### src/rtl/lfsr_rand_gen.sv
// lfsr_rand_gen: Fibonacci LFSR random source with runtime reseeding,
// all-zero lock-up recovery and a request/response front end that returns
// values bounded to an inclusive limit via masked rejection sampling.
//
// Handshake semantics (both channels): a transfer happens on a rising edge
// where valid and ready are both high. req_ready is high only in IDLE;
// rnd_valid is high only in OUT, and rnd_value/rnd_fallback are held
// stable there until rnd_ready is seen. req_valid outside IDLE and
// rnd_ready outside OUT have no effect.
module lfsr_rand_gen #(
  parameter int                 WIDTH     = 8,
  parameter logic [WIDTH-1:0]   TAPS      = 8'hB8,
  parameter logic [WIDTH-1:0]   SEED      = 8'h0F,
  parameter int                 MAX_TRIES = 4
) (
  input  logic             clock,
  input  logic             rst,
  input  logic             enable,
  input  logic             seed_load,
  input  logic [WIDTH-1:0] seed_in,
  input  logic             req_valid,
  output logic             req_ready,
  input  logic [WIDTH-1:0] req_limit,
  output logic             rnd_valid,
  input  logic             rnd_ready,
  output logic [WIDTH-1:0] rnd_value,
  output logic             rnd_fallback,
  output logic [WIDTH-1:0] state_raw,
  output logic             lockup,
  output logic [1:0]       fsm_state
);

  localparam int TRY_W = $clog2(MAX_TRIES + 1);

  typedef enum logic [1:0] {
    S_IDLE = 2'd0,
    S_DRAW = 2'd1,
    S_OUT  = 2'd2
  } fsm_t;

  fsm_t             fsm_q, fsm_d;
  logic [WIDTH-1:0] lfsr_q, lfsr_d;
  logic [WIDTH-1:0] limit_q, limit_d;
  logic [WIDTH-1:0] mask_q, mask_d;
  logic [TRY_W-1:0] tries_q, tries_d;
  logic [WIDTH-1:0] value_q, value_d;
  logic             fallback_q, fallback_d;
  logic             lockup_q, lockup_d;

  logic [WIDTH-1:0] mask_calc;
  logic [WIDTH-1:0] lfsr_next;
  logic [WIDTH-1:0] candidate;
  logic [WIDTH-1:0] fallback_val;
  logic [TRY_W-1:0] tries_inc;

  assign lfsr_next    = {lfsr_q[WIDTH-2:0], ^(lfsr_q & TAPS)};
  assign candidate    = lfsr_q & mask_q;
  // Only used when candidate > limit, so limit+1 cannot wrap here.
  assign fallback_val = candidate - (limit_q + WIDTH'(1));
  assign tries_inc    = tries_q + TRY_W'(1);

  // Smear the limit rightwards to get the smallest all-ones mask >= limit.
  always_comb begin
    mask_calc = req_limit;
    for (int i = 1; i < WIDTH; i = i * 2) begin
      mask_calc = mask_calc | (mask_calc >> i);
    end
  end

  // LFSR next state: reset handled in the register; seed_load beats advance,
  // and a zero seed or zero state is replaced by SEED with a lockup pulse.
  always_comb begin
    lfsr_d   = lfsr_q;
    lockup_d = 1'b0;
    if (seed_load) begin
      if (seed_in == '0) begin
        lfsr_d   = SEED;
        lockup_d = 1'b1;
      end else begin
        lfsr_d = seed_in;
      end
    end else if (lfsr_q == '0) begin
      lfsr_d   = SEED;
      lockup_d = 1'b1;
    end else if (enable || (fsm_q == S_DRAW)) begin
      lfsr_d = lfsr_next;
    end
  end

  // Request FSM: capture limit/mask, draw until accepted or out of tries,
  // then hold the result until the consumer takes it.
  always_comb begin
    fsm_d      = fsm_q;
    limit_d    = limit_q;
    mask_d     = mask_q;
    tries_d    = tries_q;
    value_d    = value_q;
    fallback_d = fallback_q;
    unique case (fsm_q)
      S_IDLE: begin
        if (req_valid) begin
          fsm_d   = S_DRAW;
          limit_d = req_limit;
          mask_d  = mask_calc;
          tries_d = '0;
        end
      end
      S_DRAW: begin
        if (candidate <= limit_q) begin
          value_d    = candidate;
          fallback_d = 1'b0;
          fsm_d      = S_OUT;
        end else begin
          tries_d = tries_inc;
          if (tries_inc == TRY_W'(MAX_TRIES)) begin
            value_d    = fallback_val;
            fallback_d = 1'b1;
            fsm_d      = S_OUT;
          end
        end
      end
      S_OUT: begin
        if (rnd_ready) begin
          fsm_d = S_IDLE;
        end
      end
      default: begin
        fsm_d = S_IDLE;
      end
    endcase
  end

  // State registers with synchronous active-high reset.
  always_ff @(posedge clock) begin
    if (rst) begin
      fsm_q      <= S_IDLE;
      lfsr_q     <= SEED;
      limit_q    <= '0;
      mask_q     <= '0;
      tries_q    <= '0;
      value_q    <= '0;
      fallback_q <= 1'b0;
      lockup_q   <= 1'b0;
    end else begin
      fsm_q      <= fsm_d;
      lfsr_q     <= lfsr_d;
      limit_q    <= limit_d;
      mask_q     <= mask_d;
      tries_q    <= tries_d;
      value_q    <= value_d;
      fallback_q <= fallback_d;
      lockup_q   <= lockup_d;
    end
  end

  assign req_ready    = (fsm_q == S_IDLE);
  assign rnd_valid    = (fsm_q == S_OUT);
  assign rnd_value    = value_q;
  assign rnd_fallback = fallback_q;
  assign state_raw    = lfsr_q;
  assign lockup       = lockup_q;
  assign fsm_state    = fsm_q;

endmodule

### config.mk
export PLATFORM = sky130hd
export DESIGN_NAME = lfsr_rand_gen
export DESIGN_NICKNAME = d
export VERILOG_FILES = /design/src/rtl/lfsr_rand_gen.sv
export SDC_FILE = /design/constraint.sdc
export NUM_CORES = 1
export LEC_CHECK = 0
export ABC_AREA = 1
export BUFFER_PORTS_ARGS = -buffer_cell sky130_fd_sc_hd__buf_4
export CAP_MARGIN = 20
export CORE_AREA = 2 2 97 99
export DETAILED_ROUTE_END_ITERATION = 6
export DIE_AREA = 0 0 99 101
export GPL_ROUTABILITY_DRIVEN = 0
export SETUP_SLACK_MARGIN = 0.5
export SLEW_MARGIN = 30
export SYNTH_ARGS = -nofsm -noshare
export SYNTH_HDL_FRONTEND = slang
export SYNTH_SLANG_ARGS = --single-unit
### constraint.sdc
create_clock -name clock -period 2.7 [get_ports clock]
set_clock_uncertainty 0.2 [all_clocks]
set_input_delay 0.675 -clock clock [delete_from_list [all_inputs] [get_ports clock]]
set_output_delay 0.675 -clock clock [all_outputs]
set_load 0.01 [all_outputs]
* Word-level counts from Yosys, hierarchy flattened
Index checks and enable logic that the tools add are counted.
** Storage, ports and cells
- Logic and storage cells :: 54
- Register bits after elaboration :: 39
** Cells by class
- Equal/unequal tests :: 7
- Bitwise logic cells :: 4
- Add/subtract/negate cells :: 3
- Multiplexer cells :: 19
- Reductions and logical operators :: 12
- Magnitude comparators :: 1
** Operators by type and width (number)
- 8-bit two-way mux :: 6
- 8-bit logical NOT :: 2
- 8-bit by 1-bit adder with 8-bit output (second input constant) :: 1
- 8-bit bitwise AND :: 1
- 8-bit <= comparator :: 1
- 2-bit two-way mux :: 4
- 8-bit by 4-bit bitwise OR with 8-bit output :: 1
- 8-bit by 6-bit bitwise OR with 8-bit output :: 1
- 8-bit by 7-bit bitwise OR with 8-bit output :: 1
- 8-bit XOR reduction :: 1
- 8-bit subtractor :: 1
- 3-bit two-way mux :: 2
- 2-bit case mux with 3 select lines :: 1
- 3-bit case mux with 2 select lines :: 1
- 3-bit AND reduction :: 2
- 1-bit two-way mux :: 5
- 2-bit != test (second input constant) :: 2
- 2-bit AND reduction :: 2
- 2-bit nonzero test :: 2
- 3-bit by 1-bit adder with 3-bit output (second input constant) :: 1
- 3-bit == test (second input constant) :: 1
- 3-bit by 1-bit != test with 1-bit output (second input constant) :: 1
- 3-bit nonzero test :: 1
- 2-bit by 1-bit == test with 1-bit output (second input constant) :: 1
- 4 further kinds :: 4

* Depth between registers and ports, before layout
Gate-level depths: netlist of run 1.
- Depth after elaboration :: 5
- Gate-level depth with buffers :: 16
- Mapped depth without buffers :: 15

* Least setup slack after synthesis of run 1
OpenSTA, ideal clock, no wires.
- Path type :: reg-to-reg
- Start point :: reg lfsr_q[4], in the netlist state_raw[4]
- End point :: reg tries_q[0]
- Setup time :: 117 ps
- Stages on the path, launching flop included :: 12
- Data arrival time :: 1732 ps
- Setup slack :: 651 ps
- Path buffers :: 1
- Period minus slack after synthesis :: 2049 ps
- Cells stage by stage :: dfxtp_1 -> nand2_1 -> inv_1 -> ha_1 -> inv_2 -> nor3_2 -> nand2_1 -> a21oi_2 -> buf_6 -> nand2_1 -> a21boi_1 -> nor2_1
** Between the ends
- Word-level cells in the longest chain between the ends :: 4
** Ends and longest elaborated chain
- from (decl) :: line 42 : logic [WIDTH-1:0] lfsr_q, lfsr_d;
- from (signal assigned) :: line 146 : lfsr_q <= lfsr_d;
- 8-bit bitwise AND :: line 57 : assign candidate = lfsr_q & mask_q;
- 8-bit <= comparator :: line 109 : if (candidate <= limit_q) begin
- 2-bit != test (no source line)
- 3-bit AND reduction (no source line)
- to (signal assigned) :: line 149 : tries_q <= tries_d;
- to (decl) :: line 45 : logic [TRY_W-1:0] tries_q, tries_d;
Every way passes these cells.
A chain may end at the register's enable or synchronous reset.

* Worst setup path in the final report of run 1
- Start point :: reg lfsr_q[6], in the netlist state_raw[6]
- End point :: reg value_q[4], in the netlist rnd_value[4]
** Between the ends
- Word-level cells in the longest chain between the ends :: 4
- Elaborated cells on any way between the ends :: 5
** Ends and longest elaborated chain
- 8-bit bitwise AND (*) :: line 57
- 8-bit <= comparator (*) :: line 109
- 2-bit nonzero test (no source line)
- 2-bit AND reduction (no source line)
- to (signal assigned) :: line 150 : value_q <= value_d;
- to (decl) :: line 46 : logic [WIDTH-1:0] value_q, value_d;
Every way passes the cells marked *; elsewhere a longest branch is shown, timed or not.

==> out/qor.yml, run 1 <==
worst_setup_path:
  worst_ep_required_time_ps: 2690
  timing.rr.start: "state_raw[6]"
  criticalPathCategory: "reg2reg"
  critPathCaptureType: "flop"
  path_max_fanout: 6
  start_kind: "flop"
  critPathArrivalTime_ps: 2090
  worstSetupStartpoint: "state_raw[6]"
detailed_routing:
  wire_per_inst_um: 11.8
  wl_um: 5750
  drtIter0Drc: 113
  drc_errors: 0
  num_vias: 2163
  ant_nets: 0
  first_pass_iters: 4
  viasPerCell: 4.44
synthesis:
  synth_common_cells: "nand2_1, inv_1, dfxtp_1, nor2_1, o21ai_0"
  yosysWarnings: 0
  synthArstFlopShare: 0
  synth_flop_cell: "dfxtp_1"
  synth-edff-count: 0
  synth_area_leaders: "dfxtp_1, nand2_1, inv_1, nor2_1, ha_1"
  syn-cell-area_mm2: 0.00218
  synth_top_family_by_area: "simple AND/OR/NAND/NOR gates"
  synth_most_common_cell: "nand2_1"
  synth-simple-area-share: 0.271
  synthMuxAreaShare: 0
  avgSynthCellArea_um2: 6.63
  syn-num-nets: 363
  synth_compound_area_frac: 0.166
  syn_inst: 329
  synthAdderAreaFrac: 0.0722
  synth_top_area_cell: "dfxtp_1"
  synthDistinctLibCells: 26
  synthXorXnorAreaFrac: 0.0241
  synth_top_area_share: 0.349
  ys_seq_area_frac: 0.349
  ys_ff_latch: 38
clock_network:
  cts_tree: "yes"
  clockRootBuffer: "clkbuf_8"
  clock_latency_ps: 280
  cts_buffer_depth: 2
  path_clk_slew_ps: 70
  numCtsBuffers: 5
  cts_max_level: 2
  clock-sinks: 38
  postCtsHoldBufs: 0
pwr:
  switching_share: 0.359
  clkPwrFrac: 0.224
  power_switching_uw: 623
  p_int_mw: 1.11
  cellLeakagePower_nw: 1.39
  pwr_density_cell_mw_per_mm2: 601
  seqPwrFrac: 0.385
  pwr-share-comb: 0.391
  vdd_ir_drop_max_mv: 0.193
hold_path:
  min_path_type: "reg2reg"
  min-delay-start: "rnd_value[4]"
timing:
  holdWs_ps: 285
  period_needed_ps: 2110
  setup_slack_ps: 593
  setup_viol_count_final: 0
  hold_viol_final: 0
  fmax_mhz: 475
  slew_headroom: 0.587
  rsz0062_at_grt: "yes"
  tightest_slew_ps: 617
  slew_viol_final: 0
  setup_tns_ps: 0
  timing.final.crit_share: 0.780
die:
  die_h_um: 101
  die_area_mm2: 0.0100
  start_util: 0.243
  num_rows: 35
  die_x_um: 99
  ios: 44
  core-area_mm2: 0.00898
finish:
  drive_gt1_frac: 0.250
  final_core_util: 0.321
  layout.nets: 411
  fin_area_mm2: 0.00288
  n_antenna_cell: 0
  syn_to_final_growth_pct: 32.1
  n_fill_cell: 949
placement:
  dpl_cell_area_mm2: 0.00260
  hpwlAfterDp_um: 4380
  portBuffers: 43
  place_ws_ps: 318
grt:
  grt_pass1_wl_um: 9290
  grt_pass1_vias: 2047
  antenna_found_initial: 0
  gr-total-overflow: 0
  track_usage: 0.113
  grt_max_degree: 22
job:
  cap_violations: 0
run_status:
  outcome: "finished clean"
[cells by family after synthesis]
kind of cell    Yosys count
buf+inv                  64
simple gates            144
compound gates           65
flops                    38
xor+xnor                  6
fa+ha+maj                12
[worst paths after layout]
| path | cells past startpoint | endpoint | slack [ps] |
|---|---|---|---|
| setup / recovery | 13 | rnd_value[4] | 590 |
| hold / removal | 2 | rnd_value[4] | 280 |
| setup reg to reg | 13 | rnd_value[4] | 590 |
| hold reg to reg | 2 | rnd_value[4] | 280 |
[metrics by stage]
stage | power, mW | std cells
6_report | 1.73 | 487
3_5_place_dp | 1.25 | 474
2_1_floorplan | 1.08 | 329
5_1_grt | 1.86 | 487
3_3_place_gp | 1.25 | 474
4_1_cts | 1.66 | 480
[sequential cells by signal, summed over array words and instances (netlist names)]
name          count
fsm_state         2
limit_q           8
lockup            1
mask_q            7
rnd_fallback      1
rnd_value         8
state_raw         8
tries_q           3
[cell type report]
class,count,area (µm²),share of cell area
Timing Repair Buffer,50,375,0.130
Tap cell,111,139,0.0482
Sequential cell,38,774,0.269
Clock buffer,6,82.6,0.0286
Multi-Input combinational cell,229,1310,0.455
Inverter,53,199,0.0690
[cells in the final DEF (no fill, tap or decap), types with 7 or more instances in the layout]
cell,Yosys,final
o21ai_1,6,7
inv_1,52,49
nor2_1,37,36
a21oi_1,20,20
nand3_1,18,18
o21ai_0,25,24
nand2_2,5,10
nand2_1,78,70
buf_4,0,50
dfxtp_1,38,31
[per-layer routing]
layer  track usage  vias up  part of all wire
met5             0        -                 0
met2         0.194       43              0.46
li1              -     1140                 -
met3        0.0250        2             0.040
met1         0.145      978              0.49
met4        0.0221        0            0.0030
[power by group through the flow]
| stage | clock (mW) | sequential, mW | combinational (mW) |
|---|---|---|---|
| floorplan | 0 | 0.684 | 0.399 |
| global placement | 0 | 0.675 | 0.572 |
| detailed placement | 0 | 0.677 | 0.577 |
| CTS | 0.401 | 0.665 | 0.597 |
| global route | 0.423 | 0.676 | 0.763 |
| finish | 0.389 | 0.667 | 0.678 |
[repair_timing]
action	4_1_cts	5_1_grt
gates resized for setup	7	29
gates cloned	0	2
endpoints found under the setup margin	12	14
setup buffers	0	5
pin swaps	0	7
[critical path, stage by stage (launching register included)]
cell	delay, ps
dfxtp_4	350
nand2_2	70
inv_1	70
ha_4	290
nand2_4	60
nor3_4	200
nand4_1	200
nand2_4	170
buf_4	130
nand2_1	50
nand2_1	80
nand2_1	50
nand2_1	50
nor2_1	40
Power figures use the tool's default switching activity.
==> inputs of run 2 (changes only) <==
==> constraint.sdc (replaced) <==
create_clock -name clock -period 1.8 [get_ports clock]
set_clock_uncertainty 0.2 [all_clocks]
set_input_delay 0.45 -clock clock [delete_from_list [all_inputs] [get_ports clock]]
set_output_delay 0.45 -clock clock [all_outputs]
set_load 0.01 [all_outputs]
==> run 2 against run 1 <==
Against the previous run: the run now ends with negative setup slack left; die area unchanged; final area up 28%; register-to-register slack worse by 830 ps; power up 77%; maximum frequency up 3.6%; sequential share of layout area down 5.5 points; sequential power up 51%; first-iteration DRC count down 56%; via count up 12%; worst hold slack worse by 81 ps; critical endpoint is now rnd_value[7].
==> out/qor.yml, run 2 (synthesized netlist as in run 1, its figures left out) <==
detailed_routing:
  viasPerCell: 4.44  # about the same
  num_vias: 2419  # was 2163
  drtIter0Drc: 50  # was 113
  first_pass_iters: 4  # unchanged
  wire_per_inst_um: 11.6  # was 11.8 µm
  ant_nets: 0  # unchanged
  wl_um: 6310  # was 5750 µm
  drc_errors: 0  # unchanged
clock_network:
  cts_max_level: 2  # unchanged
  postCtsHoldBufs: 0  # unchanged
  cts_buffer_depth: 2  # unchanged
  path_clk_slew_ps: 80  # was 70 ps
  clock_latency_ps: 300  # was 280 ps
  cts_tree: "yes"  # unchanged
  clock-sinks: 38  # unchanged
  numCtsBuffers: 5  # unchanged
  clockRootBuffer: "clkbuf_8"  # unchanged
timing:
  period_needed_ps: 2030  # was 2110 ps
  slew_headroom: 0.680  # was 0.587
  hold_viol_final: 0  # unchanged
  rsz0062_at_grt: "yes"  # unchanged
  setup_viol_count_final: 14  # was 0
  setup_slack_ps: -233  # was 593 ps
  timing.final.crit_share: 1.13  # was 0.780
  slew_viol_final: 0  # unchanged
  tightest_slew_ps: 480  # was 617 ps
  fmax_mhz: 492  # was 475 MHz
die:
  die_area_mm2: 0.0100  # unchanged
  die_x_um: 99  # unchanged
  die_h_um: 101  # unchanged
  start_util: 0.243  # unchanged
  num_rows: 35  # unchanged
  core-area_mm2: 0.00898  # unchanged
  ios: 44  # unchanged
grt:
  gr-total-overflow: 0  # unchanged
  grt_pass1_vias: 2398  # was 2047
  track_usage: 0.132  # was 0.113
  grt_pass1_wl_um: 10900  # was 9290 µm
  grt_max_degree: 30  # was 22
  antenna_found_initial: 0  # unchanged
finish:
  final_core_util: 0.412  # was 0.321
  n_antenna_cell: 0  # unchanged
  syn_to_final_growth_pct: 69.4  # was 32.1%
  layout.nets: 467  # was 411
  mostFrequentLayoutCells: "buf_4, nand2_1, inv_1, buf_6, nor2_1"  # was nand2_1, buf_4, inv_1, nor2_1, dfxtp_1
  final_cell_count_no_fill: 545  # was 487
  drive_gt1_frac: 0.484  # was 0.250
  fin_area_mm2: 0.00370  # was 0.00288 mm²
  final_common_cell: "buf_4"  # was nand2_1
pwr:
  power_switching_mw: 1.10  # was 623 µW
  switching_share: 0.359  # about the same
  p_int_mw: 1.97  # was 1.11 mW
  seqPwrFrac: 0.328  # was 0.385
  clkPwrFrac: 0.206  # was 0.224
  vdd_ir_drop_max_mv: 0.388  # was 0.193 mV
  pwr-share-comb: 0.466  # was 0.391
  power_mw: 3.07  # was 1.73 mW
  pwr_density_cell_mw_per_mm2: 830  # was 601 mW/mm²
  cellLeakagePower_nw: 1.74  # was 1.39 nW
worst_setup_path:
  critPathArrivalTime_ps: 2060  # was 2090 ps
  reg2regPathDepth: 14  # was 13
  ff2ff_setup_slack_ps: -230  # was 590 ps
  criticalPathCategory: "reg2reg"  # unchanged
  worst_ep_required_time_ps: 1830  # was 2690 ps
  path_max_fanout: 4  # was 6
  start_kind: "flop"  # unchanged
  critPathCaptureType: "flop"  # unchanged
hold_path:
  hold_path_depth: 4  # was 2
  min_path_type: "in2reg"  # was reg2reg
run_status:
  violations: "negative setup slack"
  outcome: "complete, but fails checks"  # was finished clean
job:
  cap_violations: 0  # unchanged
placement:
  portBuffers: 43  # unchanged
  place_ws_ps: -237  # was 318 ps
  placed_cells: 514  # was 474
  hpwlAfterDp_um: 4570  # was 4380 µm
  dpl_cell_area_mm2: 0.00303  # was 0.00260 mm²
-- run 2: cell types whose count changed in the layout (fill, tap and decap cells not counted), moves of 8 or more --
cell / before / now
buf_4: 50 / 71
buf_6: 0 / 34
dfxtp_1: 31 / 17
dfxtp_2: 5 / 20
nand2_1: 70 / 58
nand2_2: 10 / 18
nor2_1: 36 / 28
-- run 2: metal layers --
layer | up-vias | share of wire | track usage
met4 | 0 | 0.0090 | 0.0295
met5 | - | 0 | 0
li1 | 1254 | - | -
met2 | 48 | 0.49 | 0.233
met1 | 1111 | 0.46 | 0.162
met3 | 6 | 0.044 | 0.0312
-- run 2: power groups by stage --
stage          logic (mW)  registers [mW]  clock network, mW
5_1_grt              1.59            1.02              0.686
2_1_floorplan       0.668            1.03                  0
6_report             1.43            1.01              0.632
3_3_place_gp         1.11            1.00                  0
3_5_place_dp         1.12            1.00                  0
4_1_cts              1.32            1.00              0.644
-- run 2: worst paths after layout --
check,startpoint,to
worst min-delay path,rnd_ready,fsm_state[1]
worst max register to register,state_raw[5],rnd_value[7]
worst max-delay path,state_raw[5],rnd_value[7]
worst min register to register,rnd_value[4],rnd_value[4]
-- run 2: cell type report --
cell class	count	area, µm²
Multi-Input combinational cell	229	1530
Timing Repair Buffer	106	936
Clock inverter	2	12.5
Clock buffer	6	82.6
Inverter	53	206
Sequential cell	38	790
Fill cell	899	5280
Tap cell	111	139
-- run 2: critical path, stage by stage, from the launching register on --
cell and delay (ps):
dfxtp_2 330, nand2_2 70, inv_2 40, ha_4 250
nand2_4 90, buf_4 100, inv_1 40, buf_4 120
a21oi_1 200, nand3_1 130, nand2_1 90, nand2_1 60
nand2_2 60, nand2_1 50, a21oi_2 120
-- run 2: through the flow --
stage	hold slack (ps)	setup TNS (ps)
after floorplan	245	-1580
after global placement	264	-2600
after detailed placement	275	-2700
after CTS	194	-1870
after global routing	211	-4520
final	204	-2520
-- run 2: repair_timing --
action / CTS / global route
pin swaps: 21 / 29
gates resized for setup: 80 / 34
endpoints found under the setup margin: 57 / 55
buffers inserted: 11 / 10
gates cloned: 2 / 0
